### config.mk
export PLATFORM = sky130hd
export DESIGN_NAME = icache
export DESIGN_NICKNAME = d
export VERILOG_FILES = /design/src/rtl/icache.sv
export SDC_FILE = /design/constraint.sdc
export NUM_CORES = 2
export LEC_CHECK = 0
export CORE_MARGIN = 2
export CORE_UTILIZATION = 44
export DETAILED_ROUTE_END_ITERATION = 10
export HOLD_SLACK_MARGIN = 0.15
export PLACE_DENSITY = 0.64
export SYNTH_ARGS = -nofsm -noshare
export SYNTH_HDL_FRONTEND = slang
export SYNTH_SLANG_ARGS = --single-unit
export TNS_END_PERCENT = 30
### constraint.sdc
create_clock -name clk -period 5.5 [get_ports clk]
set_input_delay 1.1 -clock clk [delete_from_list [all_inputs] [get_ports clk]]
set_output_delay 1.1 -clock clk [all_outputs]
set_load 0.1 [all_outputs]
### src/rtl/icache.sv
// Direct-mapped read-only instruction cache: answers fetch lookups with a one-cycle
// inst_ready pulse and refills a whole line from the memory controller on a miss.
module icache #(
    parameter int INDEX_BITS  = 4,
    parameter int OFFSET_BITS = 2
) (
    input  logic        clk,
    input  logic        rst,
    input  logic        rdy,
    input  logic        clear,
    input  logic        fetch_req,
    input  logic [31:0] fetch_pc,
    output logic        inst_ready,
    output logic [31:0] inst_out,
    output logic [31:0] inst_pc,
    output logic        mem_req,
    output logic [31:0] mem_addr,
    input  logic        mem_ack,
    input  logic [31:0] mem_data
);
    localparam int LINES    = 1 << INDEX_BITS;
    localparam int WORDS    = 1 << OFFSET_BITS;
    localparam int IDX_LO   = OFFSET_BITS + 2;
    localparam int TAG_LO   = IDX_LO + INDEX_BITS;
    localparam int TAG_BITS = 32 - TAG_LO;

    typedef enum logic [1:0] {
        ST_IDLE = 2'd0,
        ST_RESP = 2'd1,
        ST_FILL = 2'd2
    } state_t;

    state_t                  state_r;
    state_t                  state_next_s;
    logic                    inst_ready_r;
    logic [31:0]             inst_out_r;
    logic [31:0]             inst_pc_r;
    logic                    mem_req_r;
    logic [31:0]             mem_addr_r;
    logic [LINES-1:0]        valid_r;
    logic [TAG_BITS-1:0]     tag_r [LINES];
    logic [31:0]             data_r [LINES*WORDS];

    logic [TAG_BITS-1:0]     pc_tag_s;
    logic [INDEX_BITS-1:0]   pc_index_s;
    logic [OFFSET_BITS-1:0]  pc_offset_s;
    logic [TAG_BITS-1:0]     fill_tag_s;
    logic [INDEX_BITS-1:0]   fill_index_s;
    logic [OFFSET_BITS-1:0]  fill_off_s;
    logic [31:0]             line_base_s;
    logic [31:0]             hit_word_s;
    logic                    hit_s;
    logic                    lookup_hit_s;
    logic                    start_fill_s;
    logic                    fill_write_s;
    logic                    fill_last_s;

    assign pc_tag_s     = fetch_pc[31:TAG_LO];
    assign pc_index_s   = fetch_pc[TAG_LO-1:IDX_LO];
    assign pc_offset_s  = fetch_pc[IDX_LO-1:2];
    assign fill_tag_s   = mem_addr_r[31:TAG_LO];
    assign fill_index_s = mem_addr_r[TAG_LO-1:IDX_LO];
    assign fill_off_s   = mem_addr_r[IDX_LO-1:2];
    assign line_base_s  = {fetch_pc[31:IDX_LO], {IDX_LO{1'b0}}};
    assign hit_word_s   = data_r[{pc_index_s, pc_offset_s}];
    assign hit_s        = valid_r[pc_index_s] && (tag_r[pc_index_s] == pc_tag_s);

    assign inst_ready = inst_ready_r;
    assign inst_out   = inst_out_r;
    assign inst_pc    = inst_pc_r;
    assign mem_req    = mem_req_r;
    assign mem_addr   = mem_addr_r;

    // Next-state and per-cycle action strobes.
    // A flush during FILL needs no bookkeeping: the fill runs to completion and the
    // following IDLE lookup serves whatever fetch_pc is current, never the abandoned one.
    always_comb begin
        state_next_s = state_r;
        lookup_hit_s = 1'b0;
        start_fill_s = 1'b0;
        fill_write_s = 1'b0;
        fill_last_s  = 1'b0;
        case (state_r)
            ST_IDLE: begin
                if (fetch_req && !clear) begin
                    if (hit_s) begin
                        lookup_hit_s = 1'b1;
                        state_next_s = ST_RESP;
                    end else begin
                        start_fill_s = 1'b1;
                        state_next_s = ST_FILL;
                    end
                end else begin
                    state_next_s = ST_IDLE;
                end
            end
            ST_RESP: begin
                state_next_s = ST_IDLE;
            end
            ST_FILL: begin
                if (mem_ack) begin
                    fill_write_s = 1'b1;
                    if (fill_off_s == {OFFSET_BITS{1'b1}}) begin
                        fill_last_s  = 1'b1;
                        state_next_s = ST_IDLE;
                    end else begin
                        state_next_s = ST_FILL;
                    end
                end else begin
                    state_next_s = ST_FILL;
                end
            end
            default: begin
                state_next_s = ST_IDLE;
            end
        endcase
    end

    // State, response and fill-control registers; everything freezes while rdy is low.
    always_ff @(posedge clk) begin
        if (rst) begin
            state_r      <= ST_IDLE;
            inst_ready_r <= 1'b0;
            inst_out_r   <= 32'h0000_0000;
            inst_pc_r    <= 32'h0000_0000;
            mem_req_r    <= 1'b0;
            mem_addr_r   <= 32'h0000_0000;
            valid_r      <= '0;
        end else if (rdy) begin
            state_r      <= state_next_s;
            inst_ready_r <= lookup_hit_s;
            if (lookup_hit_s) begin
                inst_out_r <= hit_word_s;
                inst_pc_r  <= fetch_pc;
            end
            if (start_fill_s) begin
                mem_req_r           <= 1'b1;
                mem_addr_r          <= line_base_s;
                valid_r[pc_index_s] <= 1'b0;
            end
            if (fill_write_s) begin
                // Offset wraps inside the line, so mem_addr returns to the base after the last word.
                mem_addr_r <= {mem_addr_r[31:IDX_LO], fill_off_s + OFFSET_BITS'(1), 2'b00};
                if (fill_last_s) begin
                    valid_r[fill_index_s] <= 1'b1;
                    mem_req_r             <= 1'b0;
                end
            end
        end
    end

    // Tag and data arrays are not reset; only the valid bits gate their use.
    always_ff @(posedge clk) begin
        if (!rst && rdy && fill_write_s) begin
            data_r[{fill_index_s, fill_off_s}] <= mem_data;
            if (fill_last_s) begin
                tag_r[fill_index_s] <= fill_tag_s;
            end
        end
    end
endmodule

==> flow_summary.toml <==
[timing]
tightest_slew_ps = 1210
setup_viol = 0
hold_viol = 0
drv_slew = 0
fin_crit_ps = 4340
rsz0062_at_grt = "false"
fin_ws_ps = 1160
relSlewSlack = 0.193
post-route-period-util = 0.790
fmax_mhz = 230
skew_ps = 96.1
holdWs_ps = 452
tns_ps = 0

[worst_setup_path]
cp_max_fo = 55
critical_path_arrival_ps = 5130
worstSetupEndpointType = "flop"
start_kind = "input port"
criticalPathCategory = "input port to flop"
crit_required_ps = 6280

[clock_network]
clk_pin_slew_ps = 60
cts_buffer_depth = 4
cts_tree = "yes"
numCtsBuffers = 275
cts_resized = 0
tritoncts_num_sinks = 2546
root_buffer = "clkbuf_16"
ctsHoldBuffers = 0
clk_latency_ps = 950
h-tree-depth = 5
postCtsSetupBuffers = 0

[global_routing]
grt_pass1_wl_um = 391000
grt_antenna_before_repair = 10
track_usage = 0.249
overflow = 0
grt_pass1_vias = 49500
grt_max_degree = 76

[yosys]
synth_area_sq_um = 98000
synth-main-ff-cell = "edfxtp_1"
post_synth.cell_area_avg_sq_um = 21.7
synth_seq_area_share = 0.769
syn_inst = 4506
synth_edf_count = 2432
synth-seq-cells = 2546
ys.warnings.count = 0
async_reset_ff_frac = 0
ys_types = 67

[layout]
finalInstanceArea_sq_um = 114000
fill_cells = 17200
drive_above_1_share = 0.284
final_common_cell = "edfxtp_1"
layout_common_cells = "edfxtp_1, mux4_2, clkbuf_16"
syn2layout_area_growth_pct = 16.3
final_nets = 5026

[floorplanning]
io_pins = 168
die_h_um = 476
rows = 173
core-area_sq_um = 222000
start_util = 0.442
fp.dieW_um = 476
dieArea_sq_um = 226000

[routing]
drc = 0
drtIter0Drc = 7357
ant_nets = 0
first_pass_iters = 5
route.final.wire_length_um = 282000
via_per_inst = 6.25
vias = 50800
avgRoutedWirePerCell_um = 34.7

[flow_run]
maxCapViolations = 0

[hold_path]
hold_class = "flop to flop"

[place]
dpl_worst_slack_ps = 347
place_congestion = 0.864
placed_cell_area_sq_um = 105000
place_hpwl_um = 163000
io_buffers = 165

[power_and_ir_drop]
powerDensity_nw_per_um2 = 362
ir_drop_mv = 0.298
leakage_nw = 35.6

[outcome]
status = "finished clean"
worst max-delay path: stages:
cell,delay [ps]
buf_8,420
buf_4,340
mux4_2,360
a2bb2oi_1,190
nand4b_1,130
a21o_1,230
or4_1,570
and2_4,320
nor4_4,490
buf_4,570
mux2i_1,250
layout make-up:
class                   count  area, sq um  area share
flip-flops and latches   2546        75300       0.661
multi-input cells        1689        22100       0.194
clock buffers             353         7480      0.0656
repair buffers            428         4040      0.0355
well taps                2975         3720      0.0327
clock inverters           117         1210      0.0107
inverters                  15         58.8    0.000516
diodes                      3         7.51   0.0000659
path summary, 6_finish.rpt:
check / from / end / slack [ps] / cells after the start
worst max-delay path: fetch_pc[5] / inst_pc[2] / 1160 / 11
worst min-delay path: inst_pc[1] / inst_pc[1] / 450 / 2
worst max register to register: tag_r[15][22] / inst_pc[2] / 1500 / 8
worst min register to register: inst_pc[1] / inst_pc[1] / 450 / 2
through the flow:
stage,cells,total power (W),utilization
after floorplan,4507,0.0228,-
after global placement,7653,0.0236,0.474
after detailed placement,7653,0.0236,0.474
after CTS,8123,0.0414,0.513
after global routing,8124,0.0423,0.514
final,8126,0.0412,0.514
report_power, final:
part | internal, W | leakage [nW] | switching [W]
clock network | 0.0107 | 4.23 | 0.00736
registers | 0.0212 | 22.7 | 0.0000696
logic | 0.000692 | 8.66 | 0.00117
metal layers:
metal,track usage,vias up,part of all wire
met3,0.0532,468,0.11
met2,0.390,2991,0.47
met1,0.350,27400,0.39
li1,-,19900,-
met5,0,-,0.00017
met4,0.0804,8,0.033
flip-flops by register name, summed over array words and instances, names as in the netlist:
register / count
data_r: 2048
inst_out: 32
inst_pc: 32
inst_ready: 1
mem_addr: 30
mem_req: 1
state_r: 2
tag_r: 384
valid_r: 16
Yosys cell counts, types with 4 or more instances:
cell | number | share of area
edfxtp_1 | 2432 | 0.75
mux4_2 | 652 | 0.15
nor3_1 | 12 | 0.00061
nor2b_1 | 61 | 0.0039
and2_1 | 5 | 0.00032
xor2_1 | 13 | 0.0012
o31ai_1 | 5 | 0.00038
a21oi_1 | 31 | 0.0016
inv_1 | 13 | 0.00050
nand2_1 | 127 | 0.0049
o22ai_1 | 18 | 0.0011
a311oi_1 | 4 | 0.00036
buf_1 | 47 | 0.0018
dfxtp_1 | 114 | 0.023
a211oi_1 | 7 | 0.00054
clkbuf_1 | 135 | 0.0052
o211ai_1 | 10 | 0.00077
nand4_1 | 50 | 0.0032
o21ai_0 | 46 | 0.0024
buf_2 | 48 | 0.0025
a31oi_1 | 22 | 0.0014
mux2i_1 | 136 | 0.014
nand3b_1 | 4 | 0.00031
nand3_1 | 48 | 0.0025
a22oi_1 | 137 | 0.010
buf_6 | 12 | 0.0014
a221oi_1 | 9 | 0.00080
mux2_1 | 16 | 0.0018
nand2b_1 | 6 | 0.00038
mux2_2 | 22 | 0.0025
nor2_1 | 166 | 0.0064
xnor2_1 | 19 | 0.0017
a22o_1 | 9 | 0.00080
and3_1 | 4 | 0.00026
buf_4 | 15 | 0.0011
cells by family (layout without fill, tap and decap cells):
family	Yosys count	in the layout	synth area share
other cells	1	5	0.0000383
simple gates	501	501	0.0242
xor+xnor	32	32	0.00286
compound gates	327	327	0.0233
buf+inv	272	913	0.0125
fa+ha+maj	1	1	0.000128
flops	2546	2546	0.769
mux	826	826	0.168
Power figures use the tool's default switching activity.
